$ cat src/rtl/commit_arbiter_v.sv
// commit_arbiter_v: round-robin arbiter sharing the Hazard Unit commit port among
// the per-lane vector reorder buffers, with a one-entry held-commit register.
module commit_arbiter_v #(
  parameter int unsigned NUM_LANES = 4,
  parameter int unsigned WIDTH_NO  = 8,
  parameter int unsigned WIDTH_CNT = 16
) (
  input  logic                              clock,
  input  logic                              reset,
  input  logic [NUM_LANES-1:0]              I_En_Lane,
  input  logic [NUM_LANES-1:0]              I_Req,
  input  logic [NUM_LANES-1:0]              I_Stall,
  input  logic [NUM_LANES*WIDTH_NO-1:0]     I_Commit_No,
  input  logic                              I_Commit_Ack,
  output logic [NUM_LANES-1:0]              O_Grant,
  output logic                              O_Commit_Req,
  output logic [$clog2(NUM_LANES)-1:0]      O_Commit_Lane,
  output logic [WIDTH_NO-1:0]               O_Commit_No,
  output logic [WIDTH_CNT-1:0]              O_Count,
  output logic                              O_Busy
);

  localparam int unsigned LW = $clog2(NUM_LANES);

  logic [NUM_LANES-1:0] eligible;
  logic [WIDTH_NO-1:0]  lane_no [NUM_LANES];
  logic [LW-1:0]        ptr_q;
  logic [LW-1:0]        ptr_nxt;
  logic [LW-1:0]        scan_idx;
  logic [LW-1:0]        win_lane;
  logic [WIDTH_NO-1:0]  win_no;
  logic                 win_found;
  logic                 out_v_q;
  logic                 load;
  logic                 grant_v;

  // Unpack the flat per-lane commit-number bus.
  for (genvar g = 0; g < NUM_LANES; g++) begin : g_unpack
    assign lane_no[g] = I_Commit_No[g*WIDTH_NO +: WIDTH_NO];
  end

  assign eligible = I_Req & I_En_Lane & ~I_Stall;

  // A held commit that is being acked frees the slot in the same cycle.
  assign load    = ~out_v_q | I_Commit_Ack;
  assign grant_v = load & win_found;

  // First eligible lane scanning from ptr upward, wrapping.
  always_comb begin
    win_found = 1'b0;
    win_lane  = '0;
    win_no    = '0;
    scan_idx  = '0;
    for (int unsigned k = 0; k < NUM_LANES; k++) begin
      scan_idx = LW'((32'(ptr_q) + k) % NUM_LANES);
      if (!win_found && eligible[scan_idx]) begin
        win_found = 1'b1;
        win_lane  = scan_idx;
        win_no    = lane_no[scan_idx];
      end
    end
  end

  // Pointer moves just past the winner.
  always_comb begin
    ptr_nxt = ptr_q;
    if (grant_v) begin
      ptr_nxt = (win_lane == LW'(NUM_LANES - 1)) ? '0 : win_lane + LW'(1);
    end
  end

  // Same-cycle one-hot pop toward the winning lane ROB; silenced during reset.
  always_comb begin
    O_Grant = '0;
    if (reset && grant_v) begin
      O_Grant[win_lane] = 1'b1;
    end
  end

  // Held-commit register, round-robin pointer and grant counter.
  always_ff @(posedge clock) begin
    if (!reset) begin
      out_v_q       <= 1'b0;
      O_Commit_Lane <= '0;
      O_Commit_No   <= '0;
      ptr_q         <= '0;
      O_Count       <= '0;
    end else if (grant_v) begin
      out_v_q       <= 1'b1;
      O_Commit_Lane <= win_lane;
      O_Commit_No   <= win_no;
      ptr_q         <= ptr_nxt;
      O_Count       <= O_Count + WIDTH_CNT'(1);
    end else if (I_Commit_Ack) begin
      out_v_q       <= 1'b0;
    end
  end

  assign O_Commit_Req = out_v_q;
  assign O_Busy       = out_v_q | (|eligible);

endmodule
$ cat config.mk
export PLATFORM = sky130hd
export DESIGN_NAME = commit_arbiter_v
export DESIGN_NICKNAME = d
export VERILOG_FILES = /design/src/rtl/commit_arbiter_v.sv
export SDC_FILE = /design/constraint.sdc
export NUM_CORES = 1
export LEC_CHECK = 0
export CORE_MARGIN = 2
export CORE_UTILIZATION = 45
export CTS_CLUSTER_DIAMETER = 50
export DETAILED_ROUTE_END_ITERATION = 16
export GPL_TIMING_DRIVEN = 0
export PLACE_DENSITY = 0.85
export SLEW_MARGIN = 10
export SYNTH_ARGS = -nofsm -noshare
export SYNTH_HDL_FRONTEND = slang
export SYNTH_SLANG_ARGS = --single-unit
export TNS_END_PERCENT = 10
$ cat constraint.sdc
create_clock -name clock -period 2.46 [get_ports clock]
set_clock_uncertainty 0.05 [all_clocks]
set_input_delay 0.369 -clock clock [delete_from_list [all_inputs] [get_ports clock]]
set_output_delay 0.369 -clock clock [all_outputs]
set_load 0.01 [all_outputs]
Word level (Yosys, flattened, before mapping)

Index checks and enable logic that the tools add are counted.

Register bits: 29
Bits in read-only memories: 0
Latch bits: 0
Memories kept: 0
Input port bits: 47
Word-level logic and storage cells: 80
Output and inout port bits: 32
Memory bits (writable): 0

$lt $le $gt $ge: 10
Shifts and indexed selects: 0
Div/mod/pow operators: 0
Equal/unequal tests: 1
Reduce and logical (&&, ||, !) cells: 10
$add $sub $neg: 5
Mux-type cells: 38
Bitwise logic cells: 11
Multiply operators: 0

Operator list:

| kind                  | count |
|---|---|
| $mux 8                | 12 |
| $bmux 8 s2            | 4 |
| $add 16x1->16 const B | 1 |
| $lt 2x3->1 const B    | 5 |
| $ge 3x3->1 const B    | 4 |
| $not 2->3             | 4 |
| $mux 1                | 11 |
| $mux 2                | 5 |
| $and 4x4->4           | 2 |
| $bmux 1 s2            | 4 |
| $logic_and 1x1->1     | 5 |
| $add 2x1->2 const B   | 2 |
| $add 2x2->2 const B   | 2 |
| $mux 4                | 1 |
| $not 4->4             | 1 |
| $reduce_or 4->1       | 1 |
| $logic_not 1->1       | 3 |
| $demux 1 s2           | 1 |
| $eq 2x2->1 const B    | 1 |
| $ge 2x1->1 const B    | 1 |
| $or 1x1->1            | 2 |
| $reduce_bool 2->1     | 1 |
| $and 1x1->1           | 1 |
| $not 1->1             | 1 |

Logic depth before layout (Yosys ltp)

Depth in word-level cells: 19
Depth in mapped cells: 8
Mapped depth without buffers: 7

Worst setup path before layout

Ideal clock, no wire load.

Path kind: in2out
From: input port I_Stall[1]
To: output port O_Grant[3]
Path buffers: 1
Stages: 7
Slack: 0.299 ns
Arrival: 1.742 ns
Cell sequence: nand3b_4 > clkbuf_1 > o21ai_0 > a21oi_1 > a2bb2oi_1 > ha_1 > and3_1

Cells in the longest elaborated chain, start to end: 19
Elaborated cells between the ends (all ways): 32
Those cells by class: 2 x order compare; 19 x mux; 3 x bitwise; 8 x reduce/logical

RTL lines:

| element                                                        | line | RTL |
|---|---|---|
| start: declaration                                             | 12   | `input logic [NUM_LANES-1:0] I_Stall,` |
| $not 4->4 *                                                    | 42   | `assign eligible = I_Req & I_En_Lane & ~I_Stall;` |
| $and 4x4->4 *                                                  | 42   |  |
| $bmux 1 s2                                                     | 56   | `if (!win_found && eligible[scan_idx]) begin` |
| $mux 1 (implied by the code)                                   | 56   |  |
| $mux 1                                                         | 56   |  |
| $logic_not 1->1                                                | 56   |  |
| $logic_and 1x1->1                                              | 56   |  |
| $mux 1                                                         | 56   |  |
| [3 not listed]                                                 | n/a  |  |
| $logic_not 1->1                                                | 56   |  |
| $logic_and 1x1->1                                              | 56   |  |
| $mux 2                                                         | 56   |  |
| $lt 2x3->1 (implied by the code) or $ge 2x1->1 (tied branches) | 76   | `O_Grant[win_lane] = 1'b1;` |
| $logic_and 1x1->1 (implied by the code)                        | 76   |  |
| $mux 1 (implied by the code)                                   | 76   |  |
| $demux 1 s2                                                    | 76   |  |
| $mux 4 *                                                       | 75   | `if (reset && grant_v) begin` |
| end: declaration                                               | 15   | `output logic [NUM_LANES-1:0] O_Grant,` |

Mark *: on every way between the ends. The rest lies on a longest branch, timed or not. The select of a mux whose other input is x is not followed.

Worst setup path after layout

From: register ptr_q[1]
To: output port O_Grant[0]

Cells in the longest elaborated chain, start to end: 17
Elaborated cells between the ends (all ways): 33
Those cells by class: 3 x add/sub; 2 x order compare; 19 x mux; 1 x bitwise; 8 x reduce/logical

RTL lines:

| element                                                             | line | RTL |
|---|---|---|
| start: declaration                                                  | 27   | `logic [LW-1:0] ptr_q;` |
| start signal: assignment                                            | 92   | `ptr_q <= ptr_nxt;` |
| parallel branches: the longest is 16 deep, another holds $lt 2x3->1 | n/a  |  |
| $mux 4 *                                                            | 75   |  |

Every way passes the cells marked *. The select of a mux whose other input is x is not followed.

==> out/metrics.csv <==
stage,metric,value,unit
global_route,vias in the first global route,2996,
synthesis,"EDFF count, synth",0,
global_route,initial antenna violation count,0,
die,Die ar.,6082,um2
timing,Final Max Tran Viols,0,
place,gpl congestion,0.9357,
place,PortBufs,78,
timing,slew margin rel.,0.3969,
timing,max frequency,407.9,MHz
pwr,Worst VDD drop,0.3187,mV
clock_network,Skew-Pair Late Insertion Delay,0.29,ns
final_layout,Fill cells,394,
global_route,pin count of the biggest net entering global routing,11,
place,HPWL after detailed placement,5960,um
worst_setup_path,CP Launch Type,register,
die,cell row count,26,
clock_network,Worst-path clk slew,0.07,ns
synthesis,Mapped Avg Cell Area,8.862,um2
routing,post-detailed-route count of antenna-violating nets,0,
synthesis,Async SR Flop Fraction,0,
clock_network,clock root cell,clkbuf_8,
status,outcome,"complete, no violations",
worst_setup_path,CP Data Required Time,2.04,ns
pwr,Clock power frac,0.324,
pwr,Comb power frac,0.359,
pwr,Pleak,1.339,nW
final_layout,fraction of layout cells with a size suffix above 1,0.2205,
final_layout,Post-Layout Cell Count,451,
synthesis,ys flop type,dfxtp_1,
worst_setup_path,crit path kind,register to output port,
min_path,Hold Path Class,register to register,
timing,setup TNS,0,ns
synthesis,Mapped Nets,328,
pwr,P per Cell Area,439.5,nW/um2
synthesis,synthesis warning total,0,
pwr,Psw,508.8,uW
pwr,Flop pwr share,0.317,
clock_network,Max clock buf depth,2,
final_layout,Layout area overhead,50.23,%
final_layout,Finished Core Util,0.7111,
routing,routed wire length,9379,um
worst_setup_path,Critical Path AT,2.03,ns
timing,worst hold slack,0.4114,ns
routing,remaining routing DRC violations,0,
synthesis,register area share after synthesis,0.2357,
min_path,hold path endpoint,O_Commit_Lane[0]$_SDFFE_PN0P_,
pwr,Int Pwr,1.118,mW
global_route,gr ovfl total,0,
worst_setup_path,"Max FO, Critical Path",10,
pwr,Switching Fraction,0.3128,
run,Max Cap Viol,0,
die,Die Ht,77.99,um
routing,via count,3155,
timing,worst-margin pin slew,0.9047,ns
clock_network,CTS tree,built,
min_path,Hold Crit Depth,2,
global_route,total track usage,0.2959,
die,Horiz. Die Dim,77.99,um
synthesis,Post-Syn Instances,278,
min_path,Hold Crit Start,O_Commit_Lane[0]$_SDFFE_PN0P_,
clock_network,htree depth,2,
die,placeable core area,5205,um2
routing,DRT iter0 DRCs,601,
worst_setup_path,Setup crit end kind,output port,
final_layout,ant diodes,0,
place,placed cells,426,
worst_setup_path,Reg2Reg Depth,6,
timing,Final period util,0.9965,
worst_setup_path,r2r endpoint,O_Commit_No[4]$_SDFFE_PN0P_,
worst_setup_path,reg2reg start,ptr_q[0]$_SDFFE_PN0P_,
timing,Tmin final,2.451,ns
synthesis,library cells used by synthesis,48,
die,IO Pins,79,
clock_network,clk sink count,29,
global_route,global-route wire length before repair,14370,um
pwr,Total Power,1.627,mW
routing,routed vias/inst,6.996,
routing,routed length per instance,20.80,um
worst_setup_path,flop-to-flop setup slack,0.21,ns
final_layout,NumNets Final,430,
synthesis,Post-Synthesis Cell Area,2464,um2
clock_network,TritonCTS Buffers,5,
die,Initial Utilization,0.4733,
timing,"Hold Vio Cnt, Final",0,
synthesis,"FF+latch count, synth",29,
routing,Initial DRT Pass Iterations,6,
timing,Final setup viols,0,
## kinds of logic (layout without fill, tap and decap cells)
group	after synthesis	count (layout)	synth area share
multiplexers	16	16	0.1463
XOR/XNOR	10	10	0.03555
AO/OA/AOI/OAI	84	84	0.2504
AND/OR/NAND/NOR	111	112	0.2722
buffers and inverters	25	127	0.04469
flip-flops	29	29	0.2357
adder cells (fa/ha/maj)	3	3	0.01524
## worst max-delay path, stage by stage, from the launching register on
cell and delay [ns]:
dfxtp_1 0.36, buf_4 0.20, clkinvlp_4 0.17, o21ai_1 0.23
a21oi_2 0.11, a2bb2oi_4 0.17, buf_4 0.15, nor3_1 0.19
buf_2 0.17
## power groups by stage
stage	sequential [mW]	clock, mW	combinational [mW]
finish	0.515	0.527	0.584
global route	0.518	0.548	0.613
CTS	0.514	0.520	0.528
detailed placement	0.524	0	0.504
global placement	0.524	0	0.493
floorplan	0.531	0	0.270
## metrics by stage
step | area [um2] | setup slack, ns
final | 3701 | 0.008675
after global routing | 3701 | -0.05446
after CTS | 3558 | -0.01671
after detailed placement | 3332 | -0.9363
after global placement | 3332 | -0.8724
after floorplan | 2464 | 0.2988
## what timing repair did
item	4_1_cts	5_1_grt
endpoints found under the hold margin	0	0
setup endpoints to repair	5	12
hold buffers	0	0
setup buffers	9	8
gates cloned	1	0
resized for setup	39	23
pin swaps	8	9
## cell usage after synthesis (all sizes together) (4+ instances only)
master / instances / share of area
o21ai: 31 / 0.063
buf: 9 / 0.020
and3: 19 / 0.048
nand3b: 4 / 0.027
a221oi: 7 / 0.025
a41oi: 9 / 0.041
nor3: 13 / 0.030
dfxtp: 29 / 0.24
nor2: 17 / 0.026
nand3: 15 / 0.030
a31oi: 7 / 0.018
a21oi: 8 / 0.016
inv: 6 / 0.0091
a222oi: 7 / 0.028
mux4: 16 / 0.15
xor2: 8 / 0.028
nand2: 11 / 0.017
nand4: 10 / 0.025
and3b: 4 / 0.016
or3: 6 / 0.017
clkbuf: 10 / 0.016
## registers in the layout, summed over array words and instances, names as in the netlist
register	cells
O_Commit_Req	1
O_Commit_Lane	2
O_Count	16
ptr_q	2
O_Commit_No	8
## metal layers
| metal | share of wire | track usage |
|---|---|---|
| met1 | 0.35 | 0.3634 |
| met5 | 0 | 0 |
| met2 | 0.48 | 0.4905 |
| met3 | 0.12 | 0.07093 |
| met4 | 0.054 | 0.1333 |
## final cells by class
| class | instances | area [um2] | area share |
|---|---|---|---|
| Inverter | 6 | 26.28 | 0.007099 |
| Multi-Input combinational cell | 225 | 1861 | 0.5027 |
| Tap cell | 70 | 87.58 | 0.02366 |
| Buffer | 18 | 123.9 | 0.03347 |
| Timing Repair Buffer | 95 | 905.9 | 0.2448 |
| Sequential cell | 29 | 580.6 | 0.1569 |
| Clock inverter | 1 | 30.03 | 0.008114 |
| Clock buffer | 7 | 86.33 | 0.02333 |
## cell usage in the layout (no fill, tap or decap), types with 2 or more instances in the layout
master           Yosys  final
clkdlybuf4s50_1      0     65
dfxtp_1             29     29
o21ai_0             31     28
buf_4                0     18
and3_1              19     18
nor2_1              17     17
mux4_2              16     16
nand3_1             15     15
nand2_1             11     11
nor3_1              11     10
nand4_1             10     10
xor2_1               8      8
clkbuf_8             0      7
clkbuf_1             9      7
a21oi_1              8      7
a221oi_1             7      7
a222oi_1             7      7
a31oi_1              7      7
buf_2                6      6
a41oi_1              6      6
inv_1                6      5
or3_1                5      5
dlymetal6s2s_1       0      5
buf_6                1      4
dlygate4sd2_1        0      4
nand3b_4             3      3
o21ai_1              0      3
nor3_2               2      3
and4_1               3      3
and3b_2              0      2
clkbuf_4             0      2
nor2b_1              2      2
or2_2                2      2
xnor2_1              2      2
a22oi_1              3      2
a41oi_2              3      2
and2_1               2      2
or4_1                2      2
## worst max-delay path by stage
stage | to | startpoint | slack [ns]
after global routing | O_Grant[0] | ptr_q[1]$_SDFFE_PN0P_ | -0.05
final | O_Grant[0] | ptr_q[1]$_SDFFE_PN0P_ | 0.009
after global placement | O_Grant[3] | I_Stall[1] | -0.87
after floorplan | O_Grant[3] | I_Stall[1] | 0.30
after CTS | O_Grant[3] | I_En_Lane[1] | -0.02
after detailed placement | O_Grant[3] | I_Stall[1] | -0.94
Note: power is estimated with default switching activity, not from simulation.
